==> src/rtl/vga_panel_pkg.sv <==
// Shared constants and types for the VGA text-panel string path.
// A panel string is 13 ASCII characters, with character 0 in the top byte.
package vga_panel_pkg;

   localparam int unsigned CHAR_COUNT   = 13;
   localparam int unsigned STRING_W     = 104;
   localparam logic [7:0]  DEFAULT_CHAR = 8'h20;

   typedef logic [STRING_W-1:0] panel_string_t;

   typedef enum logic [1:0] {
      ST_IDLE,
      ST_PENDING,
      ST_HOLD
   } sched_state_t;

   function automatic panel_string_t fill_string(input logic [7:0] ch);
      return {CHAR_COUNT{ch}};
   endfunction

endpackage

==> src/rtl/panel_string_scheduler_if.sv <==
// Request channels into the panel scheduler: a high-priority sys requester
// and a low-priority usr requester, each a valid/ready handshake with a string.
interface panel_string_scheduler_if;

   logic                        sys_valid;
   logic                        sys_ready;
   vga_panel_pkg::panel_string_t sys_string;
   logic                        usr_valid;
   logic                        usr_ready;
   vga_panel_pkg::panel_string_t usr_string;

   modport master (
      output sys_valid, sys_string, usr_valid, usr_string,
      input  sys_ready, usr_ready
   );

   modport slave (
      input  sys_valid, sys_string, usr_valid, usr_string,
      output sys_ready, usr_ready
   );

endinterface

==> src/rtl/frame_tick_gen.sv <==
// One-cycle frame pulse, registered, following the rising edge of the
// pixel-position match; a match lasting several cycles yields one pulse.
module frame_tick_gen #(
   parameter int unsigned TICK_X = 0,
   parameter int unsigned TICK_Y = 480
) (
   input  logic       clk,
   input  logic       rst,
   input  logic [9:0] pos_x,
   input  logic [9:0] pos_y,
   output logic       frame_tick
);

   logic match;
   logic match_q;

   always_comb match = (pos_x == 10'(TICK_X)) && (pos_y == 10'(TICK_Y));

   always_ff @(posedge clk) begin
      if (rst) begin
         match_q    <= 1'b0;
         frame_tick <= 1'b0;
      end else begin
         match_q    <= match;
         frame_tick <= match && !match_q;
      end
   end

endmodule

==> src/rtl/panel_string_scheduler.sv <==
// Arbitrates sys/usr string requests onto the text panel, swapping the shown
// string only right after a frame tick and holding it for a minimum of frames.
module panel_string_scheduler #(
   parameter int unsigned MIN_HOLD_FRAMES = 30,
   parameter int unsigned FRAME_TICK_X    = 0,
   parameter int unsigned FRAME_TICK_Y    = 480,
   parameter logic [7:0]  DEFAULT_CHAR    = 8'h20
) (
   input  logic                         vga_clk,
   input  logic                         rst,
   input  logic [9:0]                   pos_x,
   input  logic [9:0]                   pos_y,
   panel_string_scheduler_if.slave      req,
   output vga_panel_pkg::panel_string_t disp_string,
   output logic                         owner,
   output logic                         frame_tick,
   output logic                         update
);

   import vga_panel_pkg::*;

   localparam panel_string_t DEFAULT_STRING = fill_string(DEFAULT_CHAR);

   sched_state_t  state, state_nxt;
   panel_string_t shadow, shadow_nxt, disp_nxt;
   logic          shadow_owner, shadow_owner_nxt, owner_nxt, update_nxt;
   logic [7:0]    hold_cnt, hold_nxt;
   logic          sys_rdy, usr_rdy, sys_xfer, usr_xfer;

   frame_tick_gen #(
      .TICK_X (FRAME_TICK_X),
      .TICK_Y (FRAME_TICK_Y)
   ) u_frame_tick (
      .clk        (vga_clk),
      .rst        (rst),
      .pos_x      (pos_x),
      .pos_y      (pos_y),
      .frame_tick (frame_tick)
   );

   assign req.sys_ready = sys_rdy;
   assign req.usr_ready = usr_rdy;

   always_ff @(posedge vga_clk) begin
      if (rst) begin
         state        <= ST_IDLE;
         shadow       <= DEFAULT_STRING;
         shadow_owner <= 1'b0;
         disp_string  <= DEFAULT_STRING;
         owner        <= 1'b0;
         update       <= 1'b0;
         hold_cnt     <= '0;
      end else begin
         state        <= state_nxt;
         shadow       <= shadow_nxt;
         shadow_owner <= shadow_owner_nxt;
         disp_string  <= disp_nxt;
         owner        <= owner_nxt;
         update       <= update_nxt;
         hold_cnt     <= hold_nxt;
      end
   end

   always_comb begin
      state_nxt        = state;
      shadow_nxt       = shadow;
      shadow_owner_nxt = shadow_owner;
      disp_nxt         = disp_string;
      owner_nxt        = owner;
      update_nxt       = 1'b0;
      hold_nxt         = hold_cnt;
      sys_rdy          = 1'b0;
      usr_rdy          = 1'b0;

      // Only a usr-owned hold may be preempted, and only by sys.
      unique case (state)
         ST_IDLE: begin
            sys_rdy = 1'b1;
            usr_rdy = !req.sys_valid;
         end
         ST_HOLD:  sys_rdy = !owner;
         default: ;
      endcase
      if (rst) begin
         sys_rdy = 1'b0;
         usr_rdy = 1'b0;
      end

      sys_xfer = req.sys_valid && sys_rdy;
      usr_xfer = req.usr_valid && usr_rdy;

      // A tick coinciding with a transfer is deliberately left unused.
      unique case (state)
         ST_IDLE: begin
            if (sys_xfer) begin
               shadow_nxt       = req.sys_string;
               shadow_owner_nxt = 1'b1;
               state_nxt        = ST_PENDING;
            end else if (usr_xfer) begin
               shadow_nxt       = req.usr_string;
               shadow_owner_nxt = 1'b0;
               state_nxt        = ST_PENDING;
            end
         end
         ST_PENDING: begin
            if (frame_tick) begin
               disp_nxt   = shadow;
               owner_nxt  = shadow_owner;
               update_nxt = 1'b1;
               hold_nxt   = 8'(MIN_HOLD_FRAMES);
               state_nxt  = ST_HOLD;
            end
         end
         ST_HOLD: begin
            if (sys_xfer) begin
               shadow_nxt       = req.sys_string;
               shadow_owner_nxt = 1'b1;
               state_nxt        = ST_PENDING;
            end else if (frame_tick) begin
               if (hold_cnt <= 8'd1) begin
                  hold_nxt  = '0;
                  state_nxt = ST_IDLE;
               end else begin
                  hold_nxt = hold_cnt - 8'd1;
               end
            end
         end
         default: state_nxt = ST_IDLE;
      endcase
   end

endmodule

==> src/flat_wrapper.sv <==
// flat-port wrapper written by rule: the top's interface ports become plain ports
module panel_string_scheduler_flat import vga_panel_pkg::*;
#(
   parameter int unsigned MIN_HOLD_FRAMES = 30,
   parameter int unsigned FRAME_TICK_X    = 0,
   parameter int unsigned FRAME_TICK_Y    = 480,
   parameter logic [7:0]  DEFAULT_CHAR    = 8'h20
)
  (vga_clk, rst, pos_x, pos_y, disp_string, owner, frame_tick, update, req_sys_valid, req_sys_string, req_usr_valid, req_usr_string, req_sys_ready, req_usr_ready);
  panel_string_scheduler_if req_i ();
  input  logic vga_clk;
  input  logic rst;
  input  logic [9:0] pos_x;
  input  logic [9:0] pos_y;
  output vga_panel_pkg::panel_string_t disp_string;
  output logic owner;
  output logic frame_tick;
  output logic update;
  input wire logic [$bits(req_i.sys_valid)-1:0] req_sys_valid;
  input wire logic [$bits(req_i.sys_string)-1:0] req_sys_string;
  input wire logic [$bits(req_i.usr_valid)-1:0] req_usr_valid;
  input wire logic [$bits(req_i.usr_string)-1:0] req_usr_string;
  output wire logic [$bits(req_i.sys_ready)-1:0] req_sys_ready;
  output wire logic [$bits(req_i.usr_ready)-1:0] req_usr_ready;
  assign req_i.sys_valid = req_sys_valid;
  assign req_i.sys_string = req_sys_string;
  assign req_i.usr_valid = req_usr_valid;
  assign req_i.usr_string = req_usr_string;
  assign req_sys_ready = req_i.sys_ready;
  assign req_usr_ready = req_i.usr_ready;
  panel_string_scheduler #(.MIN_HOLD_FRAMES(MIN_HOLD_FRAMES), .FRAME_TICK_X(FRAME_TICK_X), .FRAME_TICK_Y(FRAME_TICK_Y), .DEFAULT_CHAR(DEFAULT_CHAR)) u_core (.vga_clk(vga_clk), .rst(rst), .pos_x(pos_x), .pos_y(pos_y), .req(req_i), .disp_string(disp_string), .owner(owner), .frame_tick(frame_tick), .update(update));
endmodule
==> config.mk <==
export PLATFORM = sky130hd
export DESIGN_NAME = panel_string_scheduler_flat
export DESIGN_NICKNAME = d
export VERILOG_FILES = /design/src/rtl/vga_panel_pkg.sv /design/src/rtl/panel_string_scheduler_if.sv /design/src/rtl/frame_tick_gen.sv /design/src/rtl/panel_string_scheduler.sv /design/src/flat_wrapper.sv
export SDC_FILE = /design/constraint.sdc
export NUM_CORES = 1
export LEC_CHECK = 0
export ABC_AREA = 1
export BUFFER_PORTS_ARGS = -buffer_cell sky130_fd_sc_hd__buf_2
export CAP_MARGIN = 10
export CORE_MARGIN = 8
export CORE_UTILIZATION = 53
export DETAILED_ROUTE_END_ITERATION = 8
export PLACE_DENSITY = 0.84
export SLEW_MARGIN = 15
export SYNTH_ARGS = -nofsm -noshare
export SYNTH_HDL_FRONTEND = slang
export SYNTH_SLANG_ARGS = --single-unit
==> constraint.sdc <==
create_clock -name vga_clk -period 2.6 [get_ports vga_clk]
set_clock_uncertainty 0.05 [all_clocks]
set_input_delay 0.39 -clock vga_clk [delete_from_list [all_inputs] [get_ports vga_clk]]
set_output_delay 0.39 -clock vga_clk [all_outputs]
set_load 0.02 [all_outputs]
== After elaboration in Yosys (flattened, before gate mapping) ==
Cells that the tools add are included.

* Register bits: 223
* Input port bits: 232
* Logic and storage cells: 63
* Output and inout port bits: 109

* Equality and inequality tests: 10
* Add/sub/neg operators: 1
* Reductions and logical operators: 16
* Magnitude comparators: 1
* Mux-type cells: 25
* Bitwise operators: 1

{| class="wikitable"
|+ Operators by type and width
! kind !! count
|-
| two-way mux 104 bit || 3
|-
| case mux 104 bit (2 select lines) || 1
|-
| two-way mux 8 bit || 4
|-
| case mux 8 bit (2 select lines) || 1
|-
| two-way mux 2 bit || 6
|-
| equality test 10 x 9 -> 1 bit (second input constant) || 1
|-
| zero test 10 bit || 1
|-
| <= comparator 8 x 1 -> 1 bit (second input constant) || 1
|-
| AND reduction 4 bit || 2
|-
| subtractor 8 x 1 -> 8 bit (second input constant) || 1
|-
| two-way mux 1 bit || 7
|-
| != test 2 bit (second input constant) || 3
|-
| != test 3 x 1 -> 1 bit (second input constant) || 2
|-
| case mux 2 bit (3 select lines) || 1
|-
| logical AND 1 bit || 4
|-
| case mux 1 bit (2 select lines) || 2
|-
| nonzero test 2 bit || 2
|-
| zero test 1 bit || 3
|-
| != test 3 x 2 -> 1 bit (second input constant) || 1
|-
| AND reduction 3 bit || 1
|-
| equality test 2 x 1 -> 1 bit (second input constant) || 1
|-
| equality test 2 bit (second input constant) || 1
|-
| zero test 2 bit || 1
|-
| != test 2 x 1 -> 1 bit (second input constant) || 1
|-
| 3 further kinds || 3
|}

== Depth between registers and ports, before layout ==
Gate-level depths: netlist (run 1).

* Depth in word-level cells: 7
* Gate-level depth with buffers: 11
* Depth with buffers taken out: 11

== By module ==
A second synthesis (run 1) with hierarchy kept.

* Cell total of the unflattened synthesis: 1372
* Area, all modules: 9590.4 µm²

{| class="wikitable"
|+ By module, submodules not included
! module !! times used !! cells an instance !! sequential area each (µm²) !! area an instance (µm²)
|-
| panel_string_scheduler || 1 || 1346 || 4424.2 || 9455.3
|-
| frame_tick_gen || 1 || 26 || 40.0 || 135.1
|}

== Least setup slack after synthesis (run 1) ==
OpenSTA, ideal clock, no wires.

* Kind: in2reg
* Start point: input port rst
* End point: register u_core.shadow[13]
* Stages on the path: 11
* Buffers on the path: 3
* Data required time: 2.424 ns
* Path slack: 1.029 ns
* Arrival: 1.396 ns
* Setup time: 0.126 ns
* Cell sequence: buf_2 nor2_4 nand3_4 nand2_4 inv_2 buf_6 buf_2 nand2_1 nand3_1 nand2_1 nand2_1

* Cells in the longest elaborated chain, start to end: 4
* Elaborated cells between the ends (all ways): 9
* Those cells by class: eq/ne (2); mux (4); reduce/logical (3)

{| class="wikitable"
|+ Ends and longest elaborated chain
! element !! RTL line !! text
|-
| from (decl) || flat_wrapper.sv:12 || <nowiki>input logic rst;</nowiki>
|-
| two-way mux 1 bit || panel_string_scheduler.sv:84 || <nowiki>if (rst) begin</nowiki>
|-
| logical AND 1 bit, on equally long branches || panel_string_scheduler.sv:90, panel_string_scheduler.sv:89 ||
|-
| != test 3 x 1 -> 1 bit (no line) (tied with other cells) || -- ||
|-
| AND reduction 3 bit (no line) or case mux 104 bit (2 select lines) (tied branches) || -- ||
|-
| to (signal assigned) || panel_string_scheduler.sv:55 || <nowiki>shadow <= shadow_nxt;</nowiki>
|-
| to (decl) || panel_string_scheduler.sv:25 || <nowiki>panel_string_t shadow, shadow_nxt, disp_nxt;</nowiki>
|}

Parallel ways exist; a longest one is shown, timed or not.
A chain may end at the register's enable or synchronous reset.

== Worst setup path after layout (run 1) ==
* Start point: register u_core.state[0]
* End point: register u_core.shadow[49]

* Cells in the longest elaborated chain, start to end: 6
* Elaborated cells between the ends (all ways): 14
* Those cells by class: eq/ne (3); mux (6); reduce/logical (5)

{| class="wikitable"
|+ Ends and longest elaborated chain
! element !! RTL line !! text
|-
| from (decl) || panel_string_scheduler.sv:24 || <nowiki>sched_state_t state, state_nxt;</nowiki>
|-
| from (signal assigned) || panel_string_scheduler.sv:54 || <nowiki>state <= state_nxt;</nowiki>
|-
| equality test 2 bit or zero test 2 bit (tied branches) || panel_string_scheduler.sv:76, panel_string_scheduler.sv:93 ||
|-
| case mux 1 bit (2 select lines) or two-way mux 1 bit (tied branches) || panel_string_scheduler.sv:76 || <nowiki>unique case (state)</nowiki>
|-
| two-way mux 1 bit || panel_string_scheduler.sv:84 ||
|-
| logical AND 1 bit, on equally long branches || panel_string_scheduler.sv:89, panel_string_scheduler.sv:90 ||
|-
| != test 3 x 1 -> 1 bit (no line) (tied with other cells) || -- ||
|-
| AND reduction 3 bit (no line) or case mux 104 bit (2 select lines) (tied branches) || -- ||
|}

Parallel ways exist; a longest one is shown, timed or not.

==> results of run 1 <==
worst max-delay path by stage:
stage,startpoint,end,slack [ns]
after floorplan,rst,u_core.shadow[13],1.03
after global placement,rst,u_core.shadow[44],0.54
after detailed placement,rst,u_core.shadow[77],0.45
after CTS,u_core.state[0],u_core.shadow[65],0.59
after global routing,u_core.state[0],u_core.shadow[49],0.37
final,u_core.state[0],u_core.shadow[49],0.59
logic make-up (layout without fill, tap and decap cells):
| kind of cell | after synthesis | in the layout | synth area share, % |
|---|---|---|---|
| AND/OR/NAND/NOR | 847 | 847 | 34.9 |
| flip-flops | 223 | 223 | 47.8 |
| AO/OA/AOI/OAI | 198 | 198 | 10.8 |
| buffers and inverters | 119 | 422 | 6.11 |
| adder cells (fa/ha/maj) | 2 | 2 | 0.268 |
| XOR/XNOR | 1 | 1 | 0.0938 |
| other | 0 | 2 | 0 |
power groups by stage:
stage          Clock, mW  Combinational [mW]  Sequential [mW]
4_1_cts             3.52               0.795             3.66
3_3_place_gp           0               0.771             3.72
2_1_floorplan          0               0.514             3.71
5_1_grt             3.66               0.907             3.67
3_5_place_dp           0               0.789             3.73
6_report            3.45               0.791             3.66
sequential cells by signal (all words and copies together), names as in the netlist:
name	count
u_core.disp_string	104
u_core.shadow	104
u_core.hold_cnt	8
u_core.state	2
u_core.owner	1
u_core.shadow_owner	1
u_core.u_frame_tick.frame_tick	1
u_core.u_frame_tick.match_q	1
u_core.update	1
per-stage QoR:
| step | total power, mW | hold WS [ns] | area, um^2 | util [%] | std cells |
|---|---|---|---|---|---|
| floorplan | 4.22 | 0.318 | 9340 | - | 1390 |
| global placement | 4.49 | 0.325 | 11000 | 63.8 | 1876 |
| detailed placement | 4.52 | 0.331 | 11000 | 63.8 | 1876 |
| CTS | 7.97 | 0.114 | 11800 | 68.5 | 1918 |
| global route | 8.24 | 0.146 | 11800 | 68.5 | 1919 |
| finish | 7.90 | 0.131 | 11800 | 68.5 | 1920 |
metal layers:
layer  up-vias  GRT usage, %
met2       358          41.7
met1      4300          29.4
met3        58          4.49
met4         0          8.58
met5         -             0
li1       4917             -
placed cells by master, fill, tap and decap left out:
cell type / Yosys / routed
a21oi_1: 5 / 5
a31oi_1: 1 / 1
buf_12: 0 / 5
buf_2: 39 / 340
buf_4: 16 / 8
bufinv_16: 0 / 2
clkbuf_1: 34 / 6
clkbuf_16: 0 / 25
clkbuf_8: 0 / 6
clkinv_2: 0 / 4
clkinv_4: 0 / 1
clkinvlp_4: 0 / 1
dfxtp_1: 223 / 223
diode_2: 0 / 2
ha_1: 2 / 2
inv_1: 22 / 22
inv_2: 4 / 1
inv_4: 0 / 1
nand2_1: 408 / 408
nand2_4: 1 / 1
nand3_1: 31 / 31
nand3_4: 1 / 1
nand3b_1: 1 / 1
nand4_1: 1 / 1
nor2_1: 398 / 398
nor2_2: 2 / 1
nor2_4: 1 / 2
nor3_1: 2 / 2
nor4_1: 1 / 1
o211ai_1: 3 / 3
o21ai_0: 187 / 187
o21ai_1: 1 / 1
o21ai_4: 1 / 1
xnor2_1: 1 / 1
area by class of cell:
| class | count | area share [%] |
|---|---|---|
| flip-flops and latches | 223 | 37.7 |
| inverters | 27 | 0.908 |
| clock buffers | 37 | 6.17 |
| repair buffers | 353 | 15.7 |
| clock inverters | 5 | 0.687 |
| multi-input cells | 1048 | 36.4 |
| diodes | 2 | 0.0423 |
| well taps | 225 | 2.38 |
worst min-delay path: cells and delay by family:
family                 cells  cell delay, ns
and+or+nand+nor            4            0.19
buffers and inverters      1            0.08
==> run_results.csv, run 1 <==
group,metric,value,unit
setup_path,cpMaxStageDelayCell,"buf_4",
place,dpl.hpwl,18.6,mm
global_route,grt_pass1_vias,9243,
logic_synthesis,yosysSeqAreaShare,47.8,%
layout,multi_input_area,4310,um^2
setup_path,crit_fanout,84,
route,wl,27.7,mm
place,portBuffers,340,
timing,finalCritPeriodShare,77.3,%
floorplanning,start_util,54.0,%
timing,finalHoldViolCount,0,
logic_synthesis,synth_top_area_cell,"dfxtp_1",
clock_tree,root_buffer,"clkbuf_16",
logic_synthesis,ys.flop_type,"dfxtp_1",
setup_path,path_cells,"nor2_2 > inv_2 > nand2_4 > clkinv_2 > buf_4 > nand2_1 > nand2_1 > nor2_1 > nor2_1",
layout,syn2layout_area_growth,26.8,%
place,gp_congestion,0.826,
route,wl_met2,13.6,mm
timing,maxSlewViolCount,0,
pwr,switchingPower,1.87,mW
clock_tree,clk_pin_slew,0.06,ns
logic_synthesis,synthTopCellsByArea,"dfxtp_1 (48%), nand2_1 (16%), nor2_1 (16%)",
setup_path,r2r_start,"u_core.state[0]",
floorplanning,num_rows,48,
logic_synthesis,yosys_register_bits,223,
clock_tree,cts-buffers-inserted,24,
global_route,grt_pass1_wl,45.0,mm
pwr,p_leak,6.41,nW
logic_synthesis,syn_avg_cell_area,6.72,um^2
logic_synthesis,synth_top_area_share,47.8,%
pwr,pwr-share-seq,46.3,%
route,drc,0,
floorplanning,die_area,22100,um^2
setup_path,reg2reg_to,"u_core.shadow[49]",
global_route,antenna_found_initial,1,
pwr,p_sw_share,23.7,%
logic_synthesis,synth_edf_count,0,
logic_synthesis,synthArstFlopShare,0,%
floorplanning,num_io_pins,341,
clock_tree,cts_sinks,223,
setup_path,path_class,"flop to flop",
layout,nFillCells,1532,
logic_synthesis,synth.distinct_cells,28,
pwr,combPwrFrac,10.0,%
hold_path,min_to,"u_core.shadow[8]",
setup_path,r2r_cells,9,
logic_synthesis,yosysMostFrequentCell,"nand2_1",
timing,finalSetupTns,0,ns
logic_synthesis,syn_nets,1624,
timing,clock.fmax,0.497,GHz
route,post_drt_wl_per_cell,14.4,um
route,met3_length,2.02,mm
hold_path,hp-class,"input port to flop",
clock_tree,cts_resized,0,
logic_synthesis,yosysWarnings,0,
route,dr.pass1.iters,5,
route,highest_layer,"met4",
logic_synthesis,netlist_top_cells_count,"nand2_1 (408), nor2_1 (398), dfxtp_1 (223)",
pwr,p_int,6.03,mW
route,vias,9633,
outcome,status,"completed",
setup_path,path_delay_family,"buffers and inverters",
global_route,overflow,0,
route,detail-route-antenna-nets,0,
clock_tree,clock_latency,0.50,ns
hold_path,min_from,"req_usr_string[8]",
clock_tree,ctsHoldBuffers,0,
timing,setup_viol,0,
timing,rsz0062_at_grt,"no",
timing,slew-limit-headroom,41.1,%
layout,nets,1911,
route,drtIter0Drc,522,
hold_path,worstHoldPathCells,5,
logic_synthesis,syn_inst,1390,
floorplanning,core,17300,um^2
setup_path,arrival,2.39,ns
timing,worst_pin_slew,0.884,ns
global_route,grt_max_degree,105,
timing,worst_slack,0.590,ns
setup_path,path_depth,9,
logic_synthesis,syn_area,9340,um^2
place,place_ws,0.455,ns
pwr,powerDensity,667,nW/um^2
floorplanning,die_y,149,um
floorplanning,die_w,149,um
setup_path,startpoint_type,"flop",
clock_tree,htree_levels,1,
pwr,clkPwrFrac,43.7,%
setup_path,critPathCaptureType,"flop",
global_route,gr-usage-all-layers,24.1,%
setup_path,slowest_delay,0.69,ns
timing,min_period,2.01,ns
layout,seqCellArea,4460,um^2
job,drv_cap,0,
clock_tree,cts_setup_buffers,0,
route,routed_via_density,5.02,
setup_path,r2r_slack,0.59,ns
clock_tree,tritoncts,"done",
pwr,ir_drop,505,uV
route,drt-met1-wl,11.2,mm
setup_path,path_buf_inv,3,
clock_tree,cts_max_path_buffers,3,
layout,drive_above_1_share,23.6,%
setup_path,required,2.98,ns
No activity file was read; power rests on OpenSTA's default activity.
==> run 2, diff against run 1 <==
--- a/config.mk
+++ b/config.mk
@@ -5,13 +5,13 @@
 export SDC_FILE = /design/constraint.sdc
 export NUM_CORES = 1
 export LEC_CHECK = 0
-export ABC_AREA = 1
+export ABC_AREA = 0
 export BUFFER_PORTS_ARGS = -buffer_cell sky130_fd_sc_hd__buf_2
 export CAP_MARGIN = 10
 export CORE_MARGIN = 8
-export CORE_UTILIZATION = 53
+export CORE_UTILIZATION = 49
 export DETAILED_ROUTE_END_ITERATION = 8
-export PLACE_DENSITY = 0.84
+export PLACE_DENSITY = 0.79
 export SLEW_MARGIN = 15
 export SYNTH_ARGS = -nofsm -noshare
 export SYNTH_HDL_FRONTEND = slang
==> constraint.sdc (replaced) <==
create_clock -name vga_clk -period 2 [get_ports vga_clk]
set_clock_uncertainty 0.05 [all_clocks]
set_input_delay 0.3 -clock vga_clk [delete_from_list [all_inputs] [get_ports vga_clk]]
set_output_delay 0.3 -clock vga_clk [all_outputs]
set_load 0.02 [all_outputs]
==> run 2 against run 1 <==
Compared with the run above:
- combinational power up 40%
- clock power is 37% higher
- power grew 34%
==> run_results.csv, run 2 <==
group,metric,value,unit
outcome,status,"completed",
setup_path,path_cells,"buf_4 > nor4_1 > buf_2",
timing,clock.fmax,0.510,GHz
setup_path,path_buf_inv,2,
route,vias,9487,
setup_path,required,1.65,ns
setup_path,crit_path_start,"u_core.state[1]",
hold_path,min_from,"req_usr_string[57]",
timing,maxSlewViolCount,0,
floorplanning,core,17900,um^2
timing,rsz0062_at_grt,"no",
pwr,switchingPower,2.49,mW
place,portBuffers,340,
logic_synthesis,synthTopCellsByArea,"dfxtp_1 (50%), nand2_1 (18%), a311oi_1 (8.4%)",
floorplanning,die_area,22800,um^2
logic_synthesis,syn_nets,1374,
global_route,grt_max_degree,156,
setup_path,cpMaxStageDelayCell,"nor4_1",
setup_path,arrival,1.61,ns
logic_synthesis,synth_edf_count,0,
route,post_drt_wl_per_cell,16.4,um
place,dpl.hpwl,19.2,mm
setup_path,path_delay_family,"buffers and inverters",
setup_path,r2r_start,"u_core.state[1]",
clock_tree,clock_latency,0.50,ns
setup_path,path_class,"flop to primary output",
clock_tree,tritoncts,"done",
setup_path,slowest_delay,0.37,ns
floorplanning,num_rows,49,
logic_synthesis,yosysMostFrequentCell,"nand2_1",
timing,finalCritPeriodShare,98.1,%
logic_synthesis,yosys_register_bits,223,
clock_tree,cts-buffers-inserted,24,
floorplanning,die_w,151,um
timing,finalHoldViolCount,0,
route,dr.pass1.iters,5,
logic_synthesis,syn_area,8940,um^2
timing,slew-limit-headroom,53.0,%
setup_path,startpoint_type,"flop",
layout,drive_above_1_share,27.9,%
logic_synthesis,synth_top_area_share,50.0,%
job,drv_cap,0,
pwr,p_leak,5.41,nW
global_route,grt_pass1_vias,9213,
clock_tree,htree_levels,1,
pwr,combPwrFrac,10.5,%
timing,worst_pin_slew,0.705,ns
route,drc,0,
route,drt-met1-wl,11.0,mm
route,wl,28.9,mm
logic_synthesis,yosysSeqAreaShare,50.0,%
logic_synthesis,synthArstFlopShare,0,%
layout,syn2layout_area_growth,39.7,%
place,gp_congestion,0.902,
pwr,ir_drop,664,uV
logic_synthesis,syn_avg_cell_area,7.84,um^2
route,wl_met2,14.5,mm
global_route,gr-usage-all-layers,23.8,%
route,drtIter0Drc,572,
layout,nets,1742,
setup_path,critPathCaptureType,"primary output",
clock_tree,cts_max_path_buffers,3,
global_route,antenna_found_initial,4,
clock_tree,cts_sinks,223,
layout,final_common_cell,"nand2_1",
pwr,powerDensity,849,nW/um^2
logic_synthesis,ys.flop_type,"dfxtp_1",
pwr,clkPwrFrac,44.6,%
route,highest_layer,"met5",
pwr,pwr-share-seq,45.0,%
floorplanning,start_util,49.9,%
layout,largest_registers,"u_core.disp_string: 104 flops, u_core.shadow: 104 flops, u_core.hold_cnt: 8 flops",
route,routed_via_density,5.39,
pwr,p_int,8.11,mW
timing,min_period,1.96,ns
pwr,total_power,10.6,mW
hold_path,hp-class,"input port to flop",
logic_synthesis,netlist_top_cells_count,"nand2_1 (425), dfxtp_1 (223), a21oi_1 (99)",
setup_path,crit_fanout,10,
logic_synthesis,synth.distinct_cells,42,
route,met3_length,2.21,mm
clock_tree,root_buffer,"clkbuf_16",
route,detail-route-antenna-nets,0,
floorplanning,num_io_pins,341,
timing,setup_viol,0,
layout,layout_common_cells,"nand2_1 (425), buf_2 (339), dfxtp_1 (222)",
global_route,grt_pass1_wl,44.9,mm
clock_tree,clk_pin_slew,0.07,ns
timing,finalSetupTns,0,ns
logic_synthesis,yosysWarnings,0,
pwr,p_sw_share,23.5,%
global_route,overflow,0,
logic_synthesis,synth_top_area_cell,"dfxtp_1",
logic_synthesis,syn_inst,1140,
floorplanning,die_y,151,um
-- run 2: changes by cell type in the layout (fill, tap and decap cells not counted), moves of 16 or more --
| cell | change |
|---|---|
| a21oi_1 | +94 |
| a311oi_1 | +85 |
| a31oi_1 | +16 |
| dlygate4sd3_1 | +75 |
| inv_1 | -16 |
| nand2_1 | +17 |
| nand3_1 | -28 |
| nor2_1 | -300 |
| o21ai_0 | -180 |
-- run 2: worst reg2reg max path: stages (launching register included) --
cell and delay (ns):
dfxtp_1 0.32, o21bai_1 0.19, a211oi_4 0.31, buf_12 0.23, buf_4 0.25, nor2_1 0.09, a311oi_2 0.29
-- run 2: power by group through the flow --
stage / logic [mW] / registers (mW) / clock network (mW)
floorplan: 0.606 / 4.82 / 0
global placement: 0.950 / 4.85 / 0
detailed placement: 0.975 / 4.86 / 0
CTS: 1.09 / 4.76 / 4.80
global route: 1.22 / 4.79 / 4.99
finish: 1.11 / 4.77 / 4.72
-- run 2: what timing repair did --
| action | in CTS | in global routing |
|---|---|---|
| hold buffers | 74 | 1 |
| endpoints found under the hold margin | 49 | 1 |
| endpoints found under the setup margin | 0 | 3 |
| buffers inserted | 0 | 0 |
| resized for setup | 0 | 3 |
-- run 2: metal layers --
layer  up-vias  track usage [%]
met5         -                0
met4         2             11.9
met3        83             4.87
met2       434             41.2
met1      4365             27.6
li1       4603                -
-- run 2: through the flow --
step | utilization (%) | area [um^2] | worst slack [ns] | instances | hold slack, ns
floorplan | - | 8940 | 0.317 | 1140 | 0.317
global placement | 60.7 | 10900 | 0.239 | 1636 | 0.321
detailed placement | 60.7 | 10900 | 0.152 | 1636 | 0.323
CTS | 69.6 | 12500 | 0.00783 | 1754 | 0.000112
global route | 69.7 | 12500 | 0.0156 | 1758 | 0.00261
finish | 69.8 | 12500 | 0.0384 | 1759 | 0.0111
-- run 2: final cells by class --
cell class	count	area (um^2)
Inverter	6	22.5
Timing Repair Buffer	439	2810
Multi-Input combinational cell	814	4030
Clock inverter	13	176
Fill cell	1358	5420
Clock buffer	31	678
Tap cell	229	287
Sequential cell	223	4470
Antenna cell	4	10.0
-- run 2: path summary, 6_finish.rpt --
path,slack [ns],endpoint,cells after the start
max,0.04,req_usr_ready,3
min,0.01,u_core.shadow[57],3
max reg2reg,0.17,u_core.shadow[75],6
min reg2reg,0.33,u_core.u_frame_tick.frame_tick,1
-- run 2: kinds of logic (layout without fill, tap and decap cells) --
| logic type | count (synthesis) | in the layout | share of synthesized area (%) |
|---|---|---|---|
| buffers and inverters | 103 | 489 | 5.46 |
| and+or+nand+nor | 583 | 583 | 26.3 |
| AOI/OAI and AO/OA | 228 | 228 | 17.9 |
| other | 0 | 4 | 0 |
| adders and majority gates | 2 | 2 | 0.280 |
| muxes | 1 | 1 | 0.112 |
| DFF | 223 | 223 | 50.0 |
